[config.mk]
export PLATFORM = sky130hd
export DESIGN_NAME = regfile_master_flat
export DESIGN_NICKNAME = d
export VERILOG_FILES = /design/src/rtl/regfile_master_if.sv /design/src/rtl/regfile_master.sv /design/src/flat_wrapper.sv
export SDC_FILE = /design/constraint.sdc
export NUM_CORES = 1
export LEC_CHECK = 0
export ABC_AREA = 1
export CORE_AREA = 2 2 76 57
export DETAILED_ROUTE_END_ITERATION = 6
export DIE_AREA = 0 0 78 59
export GPL_TIMING_DRIVEN = 0
export PLACE_DENSITY = 0.9
export SLEW_MARGIN = 30
export SYNTH_ARGS = -nofsm -noshare
export SYNTH_HDL_FRONTEND = slang
export SYNTH_SLANG_ARGS = --single-unit
[constraint.sdc]
create_clock -name clk -period 2.84 [get_ports clk]
set_input_delay 0.284 -clock clk [delete_from_list [all_inputs] [get_ports clk]]
set_output_delay 0.284 -clock clk [all_outputs]
set_load 0.05 [all_outputs]
[src/rtl/regfile_master_if.sv]
// rtl/regfile_master_if.sv - Command, response and register-file signal bundle
interface regfile_master_if #(
  parameter int DATA_W = 8,
  parameter int ADDR_W = 3
);
  logic              cmd_valid;
  logic              cmd_ready;
  logic              cmd_write;
  logic              cmd_dump;
  logic [ADDR_W-1:0] cmd_addr;
  logic [DATA_W-1:0] cmd_wdata;
  logic              rsp_valid;
  logic              rsp_ready;
  logic [DATA_W-1:0] rsp_rdata;
  logic [ADDR_W-1:0] rsp_addr;
  logic              rsp_error;
  logic              rsp_last;
  logic [DATA_W-1:0] rf_din;
  logic [ADDR_W-1:0] rf_addr;
  logic              rf_wr;
  logic              rf_rd;
  logic [DATA_W-1:0] rf_dout;
  logic              rf_error;

  modport master (
    input  cmd_valid, cmd_write, cmd_dump, cmd_addr, cmd_wdata, rsp_ready, rf_dout, rf_error,
    output cmd_ready, rsp_valid, rsp_rdata, rsp_addr, rsp_error, rsp_last,
           rf_din, rf_addr, rf_wr, rf_rd
  );

  modport slave (
    output cmd_valid, cmd_write, cmd_dump, cmd_addr, cmd_wdata, rsp_ready, rf_dout, rf_error,
    input  cmd_ready, rsp_valid, rsp_rdata, rsp_addr, rsp_error, rsp_last,
           rf_din, rf_addr, rf_wr, rf_rd
  );
endinterface

[src/rtl/regfile_master.sv]
// rtl/regfile_master.sv - Register-file access master: single read/write and full dump
module regfile_master #(
  parameter int DATA_W = 8,
  parameter int ADDR_W = 3
) (
  input logic              clk,
  input logic              reset,
  regfile_master_if.master bus
);
  typedef enum logic [1:0] {IDLE, ISSUE, WAIT, RESP} state_t;

  state_t            state;
  logic              lat_write;
  logic              lat_dump;
  logic [ADDR_W-1:0] lat_addr;
  logic [DATA_W-1:0] lat_wdata;
  logic              ready_q;
  logic              rsp_valid_q;
  logic              rsp_error_q;
  logic              rsp_last_q;
  logic [DATA_W-1:0] rsp_rdata_q;
  logic [ADDR_W-1:0] rsp_addr_q;
  logic              rf_wr_q;
  logic              rf_rd_q;
  logic [DATA_W-1:0] rf_din_q;
  logic [ADDR_W-1:0] rf_addr_q;
  logic [ADDR_W-1:0] next_addr;
  logic              last_addr;

  assign next_addr = lat_addr + ADDR_W'(1);
  assign last_addr = &lat_addr;

  // ready is masked by reset so no command can slip in during a reset cycle
  assign bus.cmd_ready = ready_q && !reset;
  assign bus.rsp_valid = rsp_valid_q;
  assign bus.rsp_rdata = rsp_rdata_q;
  assign bus.rsp_addr  = rsp_addr_q;
  assign bus.rsp_error = rsp_error_q;
  assign bus.rsp_last  = rsp_last_q;
  assign bus.rf_wr     = rf_wr_q;
  assign bus.rf_rd     = rf_rd_q;
  assign bus.rf_din    = rf_din_q;
  assign bus.rf_addr   = rf_addr_q;

  always_ff @(posedge clk) begin
    if (reset) begin
      state       <= IDLE;
      lat_write   <= 1'b0;
      lat_dump    <= 1'b0;
      lat_addr    <= '0;
      lat_wdata   <= '0;
      ready_q     <= 1'b1;
      rsp_valid_q <= 1'b0;
      rsp_error_q <= 1'b0;
      rsp_last_q  <= 1'b0;
      rsp_rdata_q <= '0;
      rsp_addr_q  <= '0;
      rf_wr_q     <= 1'b0;
      rf_rd_q     <= 1'b0;
      rf_din_q    <= '0;
      rf_addr_q   <= '0;
    end else begin
      case (state)
        IDLE: begin
          if (bus.cmd_valid) begin
            lat_write <= bus.cmd_write && !bus.cmd_dump;
            lat_dump  <= bus.cmd_dump;
            lat_addr  <= bus.cmd_dump ? '0 : bus.cmd_addr;
            lat_wdata <= bus.cmd_wdata;
            rf_addr_q <= bus.cmd_dump ? '0 : bus.cmd_addr;
            rf_din_q  <= bus.cmd_wdata;
            rf_wr_q   <= bus.cmd_write && !bus.cmd_dump;
            rf_rd_q   <= !bus.cmd_write || bus.cmd_dump;
            ready_q   <= 1'b0;
            state     <= ISSUE;
          end
        end
        ISSUE: begin
          rf_wr_q   <= 1'b0;
          rf_rd_q   <= 1'b0;
          rf_din_q  <= '0;
          rf_addr_q <= '0;
          state     <= WAIT;
        end
        WAIT: begin
          rsp_rdata_q <= lat_write ? '0 : bus.rf_dout;
          rsp_error_q <= bus.rf_error;
          rsp_addr_q  <= lat_addr;
          rsp_last_q  <= !lat_dump || last_addr;
          rsp_valid_q <= 1'b1;
          state       <= RESP;
        end
        RESP: begin
          if (bus.rsp_ready) begin
            rsp_valid_q <= 1'b0;
            if (lat_dump && !last_addr) begin
              // the next dump read is strobed directly from the handshake
              lat_addr  <= next_addr;
              rf_addr_q <= next_addr;
              rf_din_q  <= lat_wdata;
              rf_rd_q   <= 1'b1;
              state     <= ISSUE;
            end else begin
              ready_q <= 1'b1;
              state   <= IDLE;
            end
          end
        end
        default: state <= IDLE;
      endcase
    end
  end
endmodule

[src/flat_wrapper.sv]
// flat-port wrapper written by rule: the top's interface ports become plain ports
module regfile_master_flat 
#(
  parameter int DATA_W = 8,
  parameter int ADDR_W = 3
)
  (clk, reset, bus_cmd_valid, bus_cmd_write, bus_cmd_dump, bus_cmd_addr, bus_cmd_wdata, bus_rsp_ready, bus_rf_dout, bus_rf_error, bus_cmd_ready, bus_rsp_valid, bus_rsp_rdata, bus_rsp_addr, bus_rsp_error, bus_rsp_last, bus_rf_din, bus_rf_addr, bus_rf_wr, bus_rf_rd);
  regfile_master_if #(.DATA_W(DATA_W), .ADDR_W(ADDR_W)) bus_i ();
  input logic clk;
  input logic reset;
  input wire logic [$bits(bus_i.cmd_valid)-1:0] bus_cmd_valid;
  input wire logic [$bits(bus_i.cmd_write)-1:0] bus_cmd_write;
  input wire logic [$bits(bus_i.cmd_dump)-1:0] bus_cmd_dump;
  input wire logic [$bits(bus_i.cmd_addr)-1:0] bus_cmd_addr;
  input wire logic [$bits(bus_i.cmd_wdata)-1:0] bus_cmd_wdata;
  input wire logic [$bits(bus_i.rsp_ready)-1:0] bus_rsp_ready;
  input wire logic [$bits(bus_i.rf_dout)-1:0] bus_rf_dout;
  input wire logic [$bits(bus_i.rf_error)-1:0] bus_rf_error;
  output wire logic [$bits(bus_i.cmd_ready)-1:0] bus_cmd_ready;
  output wire logic [$bits(bus_i.rsp_valid)-1:0] bus_rsp_valid;
  output wire logic [$bits(bus_i.rsp_rdata)-1:0] bus_rsp_rdata;
  output wire logic [$bits(bus_i.rsp_addr)-1:0] bus_rsp_addr;
  output wire logic [$bits(bus_i.rsp_error)-1:0] bus_rsp_error;
  output wire logic [$bits(bus_i.rsp_last)-1:0] bus_rsp_last;
  output wire logic [$bits(bus_i.rf_din)-1:0] bus_rf_din;
  output wire logic [$bits(bus_i.rf_addr)-1:0] bus_rf_addr;
  output wire logic [$bits(bus_i.rf_wr)-1:0] bus_rf_wr;
  output wire logic [$bits(bus_i.rf_rd)-1:0] bus_rf_rd;
  assign bus_i.cmd_valid = bus_cmd_valid;
  assign bus_i.cmd_write = bus_cmd_write;
  assign bus_i.cmd_dump = bus_cmd_dump;
  assign bus_i.cmd_addr = bus_cmd_addr;
  assign bus_i.cmd_wdata = bus_cmd_wdata;
  assign bus_i.rsp_ready = bus_rsp_ready;
  assign bus_i.rf_dout = bus_rf_dout;
  assign bus_i.rf_error = bus_rf_error;
  assign bus_cmd_ready = bus_i.cmd_ready;
  assign bus_rsp_valid = bus_i.rsp_valid;
  assign bus_rsp_rdata = bus_i.rsp_rdata;
  assign bus_rsp_addr = bus_i.rsp_addr;
  assign bus_rsp_error = bus_i.rsp_error;
  assign bus_rsp_last = bus_i.rsp_last;
  assign bus_rf_din = bus_i.rf_din;
  assign bus_rf_addr = bus_i.rf_addr;
  assign bus_rf_wr = bus_i.rf_wr;
  assign bus_rf_rd = bus_i.rf_rd;
  regfile_master #(.DATA_W(DATA_W), .ADDR_W(ADDR_W)) u_core (.clk(clk), .reset(reset), .bus(bus_i));
endmodule
==> metrics.txt <==
slew at the pin closest to its max-slew limit 0.5103 ns; cts-stage hold buffer count 0; Cells on Worst Hold Path 2; average wire per standard cell 11.92 um; part of the power in combinational logic 0.562; via total after detailed routing 1866; Largest stage delay, worst path 0.71 ns; Layout Nets 360; kind of cell adding the most delay to the critical path buffers and inverters; RSZ-0062 raised after global routing no; end of the worst register-to-register path u_core.bus.rf_wr; most frequent standard cell in the layout excluding fill and tap cells nand2_1; max-capacitance violation count 0; via count of the first global-routing pass 1747; count of pins over their slew limit 0; reg-to-reg slack, setup 1.15 ns; kind of critical path in2out; critical path data arrival time 2.09 ns; count of standard-cell rows 19; clock period minus worst slack 2.373 ns; Final Core Density 0.6829; clk_skew 0.005039 ns; fraction of power consumed by sequential logic 0.298; Synthesized Nets 300; length in cells of the worst reg-to-reg path 7; total iterations of the first detailed-routing run 4; area of the placeable core 3804 um2; Worst Hold Class reg2reg; Die Wd 78 um; Final Setup Violations 0; summed negative setup slack over all endpoints 0 ns; switching portion of total power 0.4743; synth-to-layout area growth 36.58%; Critical Path Source reset; I/O pins 54; post-synthesis instance area 1902 um2; Worst Hold Path EP u_core.bus.rsp_rdata[3]; leftover overflow at the end of global routing 0; GPL Wtd Cong 0.8990; Switching Power 1.451 mW; Routed Antenna Nets 0; Power per Cell Area 1178 nW/um2; clk_lat worst skew 0.30 ns; global-route wire length before repair 7686 um; gate count of the mapped netlist 268; Rel. slew slack 0.6587; standby leakage power 1.159 nW; buffer type at the clock tree root clkbuf_8; CTS clock-pin slew for the worst setup and hold paths 0.08 ns; combined global-route utilization of all metal layers 0.2196; Final Routed Wirelength 4543 um; # DRC 0; Die Area 4602 um2; IR Drop Worst-Case VDD 0.7436 mV; synthesized area per cell 7.096 um2; sequential cell area fraction in the yosys report 0.4526; CTS H-tree depth 2; internal portion of total power 1.608 mW; largest buffer count on any clock path 2; Most Frequent Cell on Critical Path clkdlybuf4s50_1; required time worst endpoint 2.56 ns; outcome finished, final reports clean; Critical Path, Cell by Cell clkdlybuf4s50_1 -> clkbuf_1 -> nor2_1 -> clkdlybuf4s50_1; initial antenna violation count 0; endpoint type of the worst setup path output port; maximum number of pins on one net before global-route repair 13; maximum fanout encountered on the critical timing path 10; Clock power frac 0.140; number of synthesized register bits 43; maximum clock frequency 421.4 MHz; most used cells in the layout excluding fill and tap cells nand2_1 (71), nor2_1 (65), clkdlybuf4s50_1 (53); Iter 0 DRT Violations 133; TritonCTS clock tree yes; standard cell with the maximum stage delay on the critical path clkdlybuf4s50_1; FILL cells 338; total power of the final layout 3.059 mW; cts bufs inserted 5; Starting Density 0.5000; area taken by multi-input logic gates 893.4 um2; fin area 2597 um2; number of distinct library cells after synthesis 21; count of buffers from port buffering 53; number of setup buffers added after CTS 0; start point of the worst min-delay path u_core.bus.rsp_rdata[3]; endpoints failing hold 0; placed wire-length estimate 3308 um; antenna cell count 0; reg-to-reg startpoint u_core.state[0]; number of gates resized after cts 0; CP Buf/Inv Count 3; Die Ht 59 um; final critical-path share of the clock period 0.8356; startpoint class of the critical path input port; FF+latch area 860.8 um2; synth warn 0; clk sinks 43; cell area after placement 2497 um2; post-DR vias/cell 4.898; layout cell share with drive strength beyond 1 0.06383
[final cells by class]
class	count	area share
well taps	52	0.02505
multi-input cells	193	0.3439
plain buffers	12	0.02697
flip-flops and latches	43	0.3314
inverters	20	0.02987
repair buffers	53	0.2042
clock buffers	8	0.03854
[cell families (layout without fill, tap and decap cells)]
kind of cell / Yosys count / after routing / share of synthesized area
AO/OA/AOI/OAI: 44 / 44 / 0.1382
buffers and inverters: 32 / 93 / 0.07763
flip-flops: 43 / 43 / 0.4526
adder cells (fa/ha/maj): 6 / 6 / 0.03947
AND/OR/NAND/NOR: 143 / 143 / 0.2921
[state kept, by name (all words and copies together) (netlist names)]
signal                flops
u_core.bus.rsp_last       1
u_core.ready_q            1
u_core.bus.rsp_valid      1
u_core.bus.rsp_error      1
u_core.lat_addr           3
u_core.bus.rf_addr        3
u_core.bus.rf_wr          1
u_core.bus.rsp_rdata      8
u_core.lat_dump           1
u_core.bus.rf_rd          1
u_core.bus.rsp_addr       3
u_core.state              2
u_core.bus.rf_din         8
u_core.lat_wdata          8
u_core.lat_write          1
[how the worst max path moves through the flow]
stage	end	slack [ns]	depth (start not counted)
detailed placement	bus_cmd_ready	0.49	4
floorplan	u_core.bus.rf_addr[2]	1.40	11
CTS	bus_cmd_ready	0.47	4
finish	bus_cmd_ready	0.47	4
global route	bus_cmd_ready	0.40	4
global placement	bus_cmd_ready	0.50	4
[power by group through the flow]
| stage | sequential (mW) | clock, mW | combinational (mW) |
|---|---|---|---|
| floorplan | 1.31 | 0 | 0.842 |
| global placement | 0.915 | 0 | 1.68 |
| detailed placement | 0.926 | 0 | 1.71 |
| CTS | 0.912 | 0.434 | 1.72 |
| global route | 0.939 | 0.464 | 1.89 |
| finish | 0.912 | 0.427 | 1.72 |
[worst min-delay path, cell delays in order (launching register included)]
cell,delay (ns)
dfxtp_1,0.31
nand2_1,0.06
a21oi_1,0.05
[cells in the mapped netlist]
cell type,n,area share
a21boi_0,3,0.012
a21oi_1,13,0.034
a22oi_1,9,0.036
a31oi_1,1,0.0033
buf_2,5,0.013
buf_4,1,0.0039
buf_6,2,0.012
clkbuf_1,4,0.0079
clkinv_1,1,0.0020
dfxtp_1,43,0.45
ha_1,6,0.039
inv_1,18,0.036
inv_4,1,0.0033
nand2_1,71,0.14
nand3_1,3,0.0079
nor2_1,65,0.13
nor2_2,2,0.0066
nor2_4,1,0.0059
o21ai_0,17,0.045
o21ai_4,1,0.0086
or2_2,1,0.0033
[through the flow]
stage / hold WS [ns] / setup WS, ns / instances
after floorplan: 0.3531 / 1.402 / 268
after global placement: 0.4418 / 0.4992 / 373
after detailed placement: 0.4523 / 0.4942 / 373
after CTS: 0.4690 / 0.4700 / 381
after global routing: 0.4994 / 0.3971 / 381
final: 0.4670 / 0.4669 / 381
[per-layer routing]
metal  routed length [um]  up-vias  share of wire  global-route usage
li1                     -      958              -                   -
met1                 2094      842           0.46              0.2759
met2                 2077       58           0.46              0.3608
met3                  289        8          0.064             0.06555
met4                   82        0          0.018             0.08772
met5                    0        -              0                   0
Note: power is estimated with default switching activity, not from simulation.
